`src/rtl/lsu_pkg.sv`:
```
// Shared types and helpers for the load/store unit: FSM states, func3
// encodings, byte-lane type and the store/misalignment formatting helpers.
package lsu_pkg;

  typedef enum logic [1:0] {
    IDLE = 2'd0,
    REQ  = 2'd1,
    WAIT = 2'd2,
    DONE = 2'd3
  } lsu_state_t;

  typedef logic [1:0] lane_t;

  localparam logic [2:0] LB  = 3'b000;
  localparam logic [2:0] LH  = 3'b001;
  localparam logic [2:0] LW  = 3'b010;
  localparam logic [2:0] LBU = 3'b100;
  localparam logic [2:0] LHU = 3'b101;
  localparam logic [2:0] SB  = 3'b000;
  localparam logic [2:0] SH  = 3'b001;
  localparam logic [2:0] SW  = 3'b010;

  // Byte enables for a store; unknown func3 codes behave as a full word.
  function automatic logic [3:0] store_be(input logic [2:0] f3, input lane_t lane);
    logic [3:0] be;
    case (f3)
      SB:      be = 4'b0001 << lane;
      SH:      be = lane[1] ? 4'b1100 : 4'b0011;
      default: be = 4'b1111;
    endcase
    return be;
  endfunction

  // Store data replicated across lanes so the enabled lane always carries it.
  function automatic logic [31:0] store_wdata(input logic [2:0] f3, input logic [31:0] d);
    logic [31:0] w;
    case (f3)
      SB:      w = {4{d[7:0]}};
      SH:      w = {2{d[15:0]}};
      default: w = d;
    endcase
    return w;
  endfunction

  // Halves must sit on an even byte, words on a word boundary.
  function automatic logic is_misaligned(input logic is_store, input logic [2:0] f3,
                                         input lane_t lane);
    logic is_half;
    logic is_byte;
    is_half = is_store ? (f3 == SH) : ((f3 == LH) || (f3 == LHU));
    is_byte = is_store ? (f3 == SB) : ((f3 == LB) || (f3 == LBU));
    if (is_byte) return 1'b0;
    if (is_half) return lane[0];
    return (lane != 2'b00);
  endfunction

endpackage

```
`src/rtl/load_align.sv`:
```
// Extracts the addressed byte/half from a returned memory word and applies
// sign or zero extension according to func3.
module load_align
  import lsu_pkg::*;
(
  input  logic [31:0] rdata,
  input  logic [2:0]  func3,
  input  lane_t       lane,
  output logic [31:0] data
);

  logic [7:0]  byte_sel;
  logic [15:0] half_sel;

  // Lane selection followed by extension; unknown func3 returns the word.
  always_comb begin
    byte_sel = rdata[7:0];
    case (lane)
      2'd0:    byte_sel = rdata[7:0];
      2'd1:    byte_sel = rdata[15:8];
      2'd2:    byte_sel = rdata[23:16];
      default: byte_sel = rdata[31:24];
    endcase
    half_sel = lane[1] ? rdata[31:16] : rdata[15:0];
    case (func3)
      LB:      data = {{24{byte_sel[7]}}, byte_sel};
      LH:      data = {{16{half_sel[15]}}, half_sel};
      LBU:     data = {24'd0, byte_sel};
      LHU:     data = {16'd0, half_sel};
      default: data = rdata;
    endcase
  end

endmodule

```
`src/rtl/load_store_unit.sv`:
```
// Multi-cycle load/store unit: captures a load/store from the datapath,
// issues one word-aligned handshaked memory request, formats the result
// and stalls the PC until the access completes.
// Optional feature: define LSU_MISALIGN_TRAP_EN to flag misaligned
// half/word accesses instead of issuing them.
module load_store_unit
  import lsu_pkg::*;
#(
  parameter int ADDR_W = 32,
  parameter int DATA_W = 32
) (
  input  logic              clk,
  input  logic              rst_n,
  input  logic              dmem_read_en,
  input  logic              dmem_write_en,
  input  logic [2:0]        func3,
  input  logic [ADDR_W-1:0] addr,
  input  logic [DATA_W-1:0] store_data,
  output logic [DATA_W-1:0] load_data,
  output logic              stall,
  output logic              misaligned,
  output logic              mem_req,
  output logic              mem_we,
  output logic [ADDR_W-1:0] mem_addr,
  output logic [3:0]        mem_be,
  output logic [DATA_W-1:0] mem_wdata,
  input  logic              mem_gnt,
  input  logic              mem_rvalid,
  input  logic [DATA_W-1:0] mem_rdata
);

  lsu_state_t        state, state_d;
  logic [ADDR_W-1:0] addr_q;
  logic [2:0]        func3_q;
  logic [DATA_W-1:0] wdata_q;
  logic              store_q;
  logic              mis_q;
  logic              capture;
  logic              access;
  logic              mis_now;
  logic [DATA_W-1:0] aligned;

  // Reset also masks a new access so stall falls as soon as rst_n is low.
  assign access = (dmem_read_en | dmem_write_en) & rst_n;

`ifdef LSU_MISALIGN_TRAP_EN
  assign mis_now = is_misaligned(dmem_write_en, func3, addr[1:0]);
`else
  assign mis_now = 1'b0;
`endif

  load_align u_load_align (
    .rdata (mem_rdata),
    .func3 (func3_q),
    .lane  (addr_q[1:0]),
    .data  (aligned)
  );

  // Next-state and request outputs; memory-side outputs are zero unless requesting.
  always_comb begin
    state_d    = state;
    stall      = 1'b0;
    misaligned = 1'b0;
    mem_req    = 1'b0;
    mem_we     = 1'b0;
    mem_addr   = '0;
    mem_be     = 4'b0000;
    mem_wdata  = '0;
    capture    = 1'b0;
    case (state)
      IDLE: begin
        if (access) begin
          stall   = 1'b1;
          capture = 1'b1;
          state_d = mis_now ? DONE : REQ;
        end
      end
      REQ: begin
        stall     = 1'b1;
        mem_req   = 1'b1;
        mem_we    = store_q;
        mem_addr  = {addr_q[ADDR_W-1:2], 2'b00};
        mem_be    = store_q ? store_be(func3_q, addr_q[1:0]) : 4'b1111;
        mem_wdata = store_q ? store_wdata(func3_q, wdata_q) : '0;
        if (mem_gnt) state_d = store_q ? DONE : WAIT;
      end
      WAIT: begin
        stall = 1'b1;
        if (mem_rvalid) state_d = WAIT == state ? DONE : state;
      end
      default: begin
        misaligned = mis_q;
        state_d    = IDLE;
      end
    endcase
  end

  // State register, access capture and registered load result.
  always_ff @(posedge clk or negedge rst_n) begin
    if (!rst_n) begin
      state     <= IDLE;
      addr_q    <= '0;
      func3_q   <= 3'b000;
      wdata_q   <= '0;
      store_q   <= 1'b0;
      mis_q     <= 1'b0;
      load_data <= '0;
    end else begin
      state <= state_d;
      if (capture) begin
        addr_q  <= addr;
        func3_q <= func3;
        wdata_q <= store_data;
        store_q <= dmem_write_en;
        mis_q   <= mis_now;
        if (mis_now && !dmem_write_en) load_data <= '0;
      end
      if ((state == WAIT) && mem_rvalid) load_data <= aligned;
    end
  end

endmodule

```
`config.mk`:
```
export PLATFORM = sky130hd
export DESIGN_NAME = load_store_unit
export DESIGN_NICKNAME = d
export VERILOG_FILES = /design/src/rtl/lsu_pkg.sv /design/src/rtl/load_align.sv /design/src/rtl/load_store_unit.sv
export SDC_FILE = /design/constraint.sdc
export NUM_CORES = 1
export LEC_CHECK = 0
export CORE_MARGIN = 3
export CORE_UTILIZATION = 40
export CTS_CLUSTER_DIAMETER = 50
export DETAILED_ROUTE_END_ITERATION = 10
export GPL_TIMING_DRIVEN = 0
export HOLD_SLACK_MARGIN = 0.06
export PLACE_DENSITY = 0.74
export SETUP_SLACK_MARGIN = 0.3
export SKIP_CTS_REPAIR_TIMING = 1
export SLEW_MARGIN = 10
export SYNTH_ARGS = -nofsm -noshare
export SYNTH_HDL_FRONTEND = slang
export SYNTH_SLANG_ARGS = --single-unit
```
`constraint.sdc`:
```
create_clock -name clk -period 2.9 [get_ports clk]
set_input_delay 0.58 -clock clk [delete_from_list [all_inputs] [get_ports clk]]
set_output_delay 0.58 -clock clk [all_outputs]
set_load 0.03 [all_outputs]
```
==> reports/qor.txt <==
Worst path cell trace: inv_1 -> ha_1 -> o211ai_4 -> buf_6 -> clkbuf_4 -> a21oi_1 -> clkbuf_4
CP Capture Type: primary output
Initial core utilization: 42.0%
CP max FO: 10
Total GRT Usage: 23.2%
Buffers on Ports: 205
Post-Synth Adder-Cell Area: 0.968%
Placer Congestion: 0.872
DP Worst Slack: -0.458 ns
CTS root buf: clkbuf_16
Vias in the first global route: 4,922
Fin. max-slew vios: 0
Tmin final: 2.66 ns
Initial DRT Pass Iterations: 5
EDFF count, synth: 0
DP HPWL: 12,300 um
Area Growth Syn to Fin: 52.0%
Bufs and invs on worst path: 4
RSZ-0062 raised after global routing: true
Most frequent cells in the layout: 136 x clkdlybuf4s50_1, 102 x dfrtp_1, 75 x nand2_1, 71 x mux2_2, 40 x a21oi_1
Crit path from: state[1]
Combinational power share: 56.2%
Worst setup margin: 0.238 ns
Delay-heaviest family, CP: buffers and inverters
FF+latch area: 2550 um^2
Sw frac: 43.4%
H-tree Lvls: 3
Overflow after GRT: 0
Most common cell after layout, fill and taps aside: clkdlybuf4s50_1
Synth Area in Compound Gates: 10.3%
Layout Utilization: 63.9%
Setup_tns: 0 ns
Clock tree buffer depth: 2
CP peak stage delay: 0.41 ns
Simple-gate portion of the synthesized area: 15.4%
Reg power frac: 29.2%
Yosys reg bits: 102
Cell Pwr Density: 1150 nW/um^2
FFs w/ async S/R, synth: 100%
Most used DFF post-synth: dfrtp_1
Worst-path clk slew: 0.07 ns
Largest family of logic cells by synthesized area: multiplexers
Initial antenna violation count: 0
Floorplan core area: 12,300 um^2
Pleak: 4.05 nW
Die H: 120 um
NetSw: 3.92 mW
Layout cells sized above 1: 22.3%
Antenna viol nets, final: 0
Clk pwr share: 14.6%
Largest net degree at the start of global routing: 70
Worst vdd ir: 0.502 mV
Post-Synthesis Cells: 500
Crit Path Category: flop to primary output
Critical path arrival: 2.08 ns
Area taken by multi-input logic gates: 2460 um^2
Clk sinks: 102
Die width: 120 um
Synth warn: 0
Final hold vios: 0
Period utilisation layout: 91.8%
Yosys cell types: 35
Final-report setup violation count: 0
R2r setup slk: 0.72 ns
TritonCTS Buffers: 9
Max Clk Rate: 376 MHz
Pint: 5.11 mW
Status: completed
Fill count: 1,051
Ant diodes: 0
Routed Wire Length: 16,500 um
Ports: 209
Critical Path RT: 2.32 ns
Worst slew pin tran: 0.630 ns
Relative slew slack: 57.9%
Syn Area/Cell: 10.3 um^2
Synth area leader: dfrtp_1
Part of the Yosys area used for sequential elements: 49.3%
Iter 0 DRT Violations: 263
Max cap viols: 0
Vias: 4,567
Standard-cell rows: 40
Ranking of synthesized cells by area: dfrtp_1 49%, mux2_2 15%, nand2_1 5.5%, mux2i_1 4.1%, a21oi_1 4.0%
Type of origin of the critical path: flop
CTS tree: done
Mux share of post-synthesis cell area: 20.0%
Final Skew: 0.00520 ns
Xor/xnor share of the synthesized area: 0%
Yosys top cell area share: 49.3%
Cell Area, Synth: 5170 um^2
First-pass GRT wire length: 26,100 um
Routed len/inst: 18.5 um
RR Startpoint: state[0]
CP max-delay cell: dfrtp_1
Drt drc: 0
DIE AREA: 14,300 um^2
Clk_lat worst skew: 0.35 ns
Critical Path Most Common Cell: clkbuf_4
Nets: 830
Worst Hold Class: input port to asynchronous set/reset pin
Vias per std cell: 5.11
## synthesized netlist by cell type, types with 2 or more instances
cell and count:
nand2_1 76, mux2i_1 21, ha_1 4, and3_1 8, a211oi_1 8, mux2_2 71
nand3b_1 8, a21o_1 2, dfrtp_1 102, nor2_1 32, buf_4 3, a21oi_1 41
nor2b_1 7, o21ai_0 20, clkbuf_1 18, a31oi_1 4, and2_1 31, inv_1 7
a2bb2oi_1 6, buf_2 16
## final timing paths
check | endpoint | cells past startpoint
worst max-delay path | stall | 7
worst min-delay path | load_data[0] | 1
worst max register to register | load_data[6] | 7
worst min register to register | load_data[7] | 2
max in group asynchronous | wdata_q[6] | 2
min in group clk | load_data[7] | 2
## metal layers
| layer | GRT usage [%] | vias to the layer above | part of all wire (%) |
|---|---|---|---|
| met5 | 0 | - | 0 |
| met4 | 9.02 | 0 | 3.0 |
| met3 | 6.79 | 38 | 8.2 |
| met2 | 38.5 | 182 | 48 |
| met1 | 28.5 | 2205 | 40 |
| li1 | - | 2142 | - |
## power groups by stage
stage	clock (mW)	sequential, mW	combinational (mW)
2_1_floorplan	0	2.95	2.80
3_3_place_gp	0	2.60	5.00
3_5_place_dp	0	2.64	5.09
4_1_cts	1.35	2.62	5.12
5_1_grt	1.41	2.74	5.46
6_report	1.31	2.64	5.07
## metrics by stage
step                instances  hold slack (ns)  power [mW]  area, um^2
finish                    894            0.128        9.03        7860
CTS                       892            0.124        9.10        7790
global placement          875            0.469        7.60        7440
detailed placement        876            0.478        7.73        7470
floorplan                 502            0.284        5.75        5180
global route              894            0.144        9.61        7860
## cells by family after synthesis
| kind of cell | after synthesis |
|---|---|
| AND/OR/NAND/NOR | 167 |
| flip-flops | 102 |
| multiplexers | 93 |
| AO/OA/AOI/OAI | 88 |
| buffers and inverters | 45 |
| adder cells (fa/ha/maj) | 4 |
| other | 1 |
## sequential cells by signal, summed over array words and instances, names as in the netlist
signal,cells
func3_q,3
load_data,32
store_q,1
state,2
wdata_q,32
addr_q,32
## layout make-up
class                      count  share of cell area [%]
sequential                   102                    32.5
multi-input combinational    355                    31.3
tap                          168                    2.67
buffer                        38                    2.93
clock buffer                  10                    3.04
inverter                       7                   0.334
clock inverter                 6                    1.08
timing repair buffer         208                    26.2
Power figures use the tool's default switching activity.
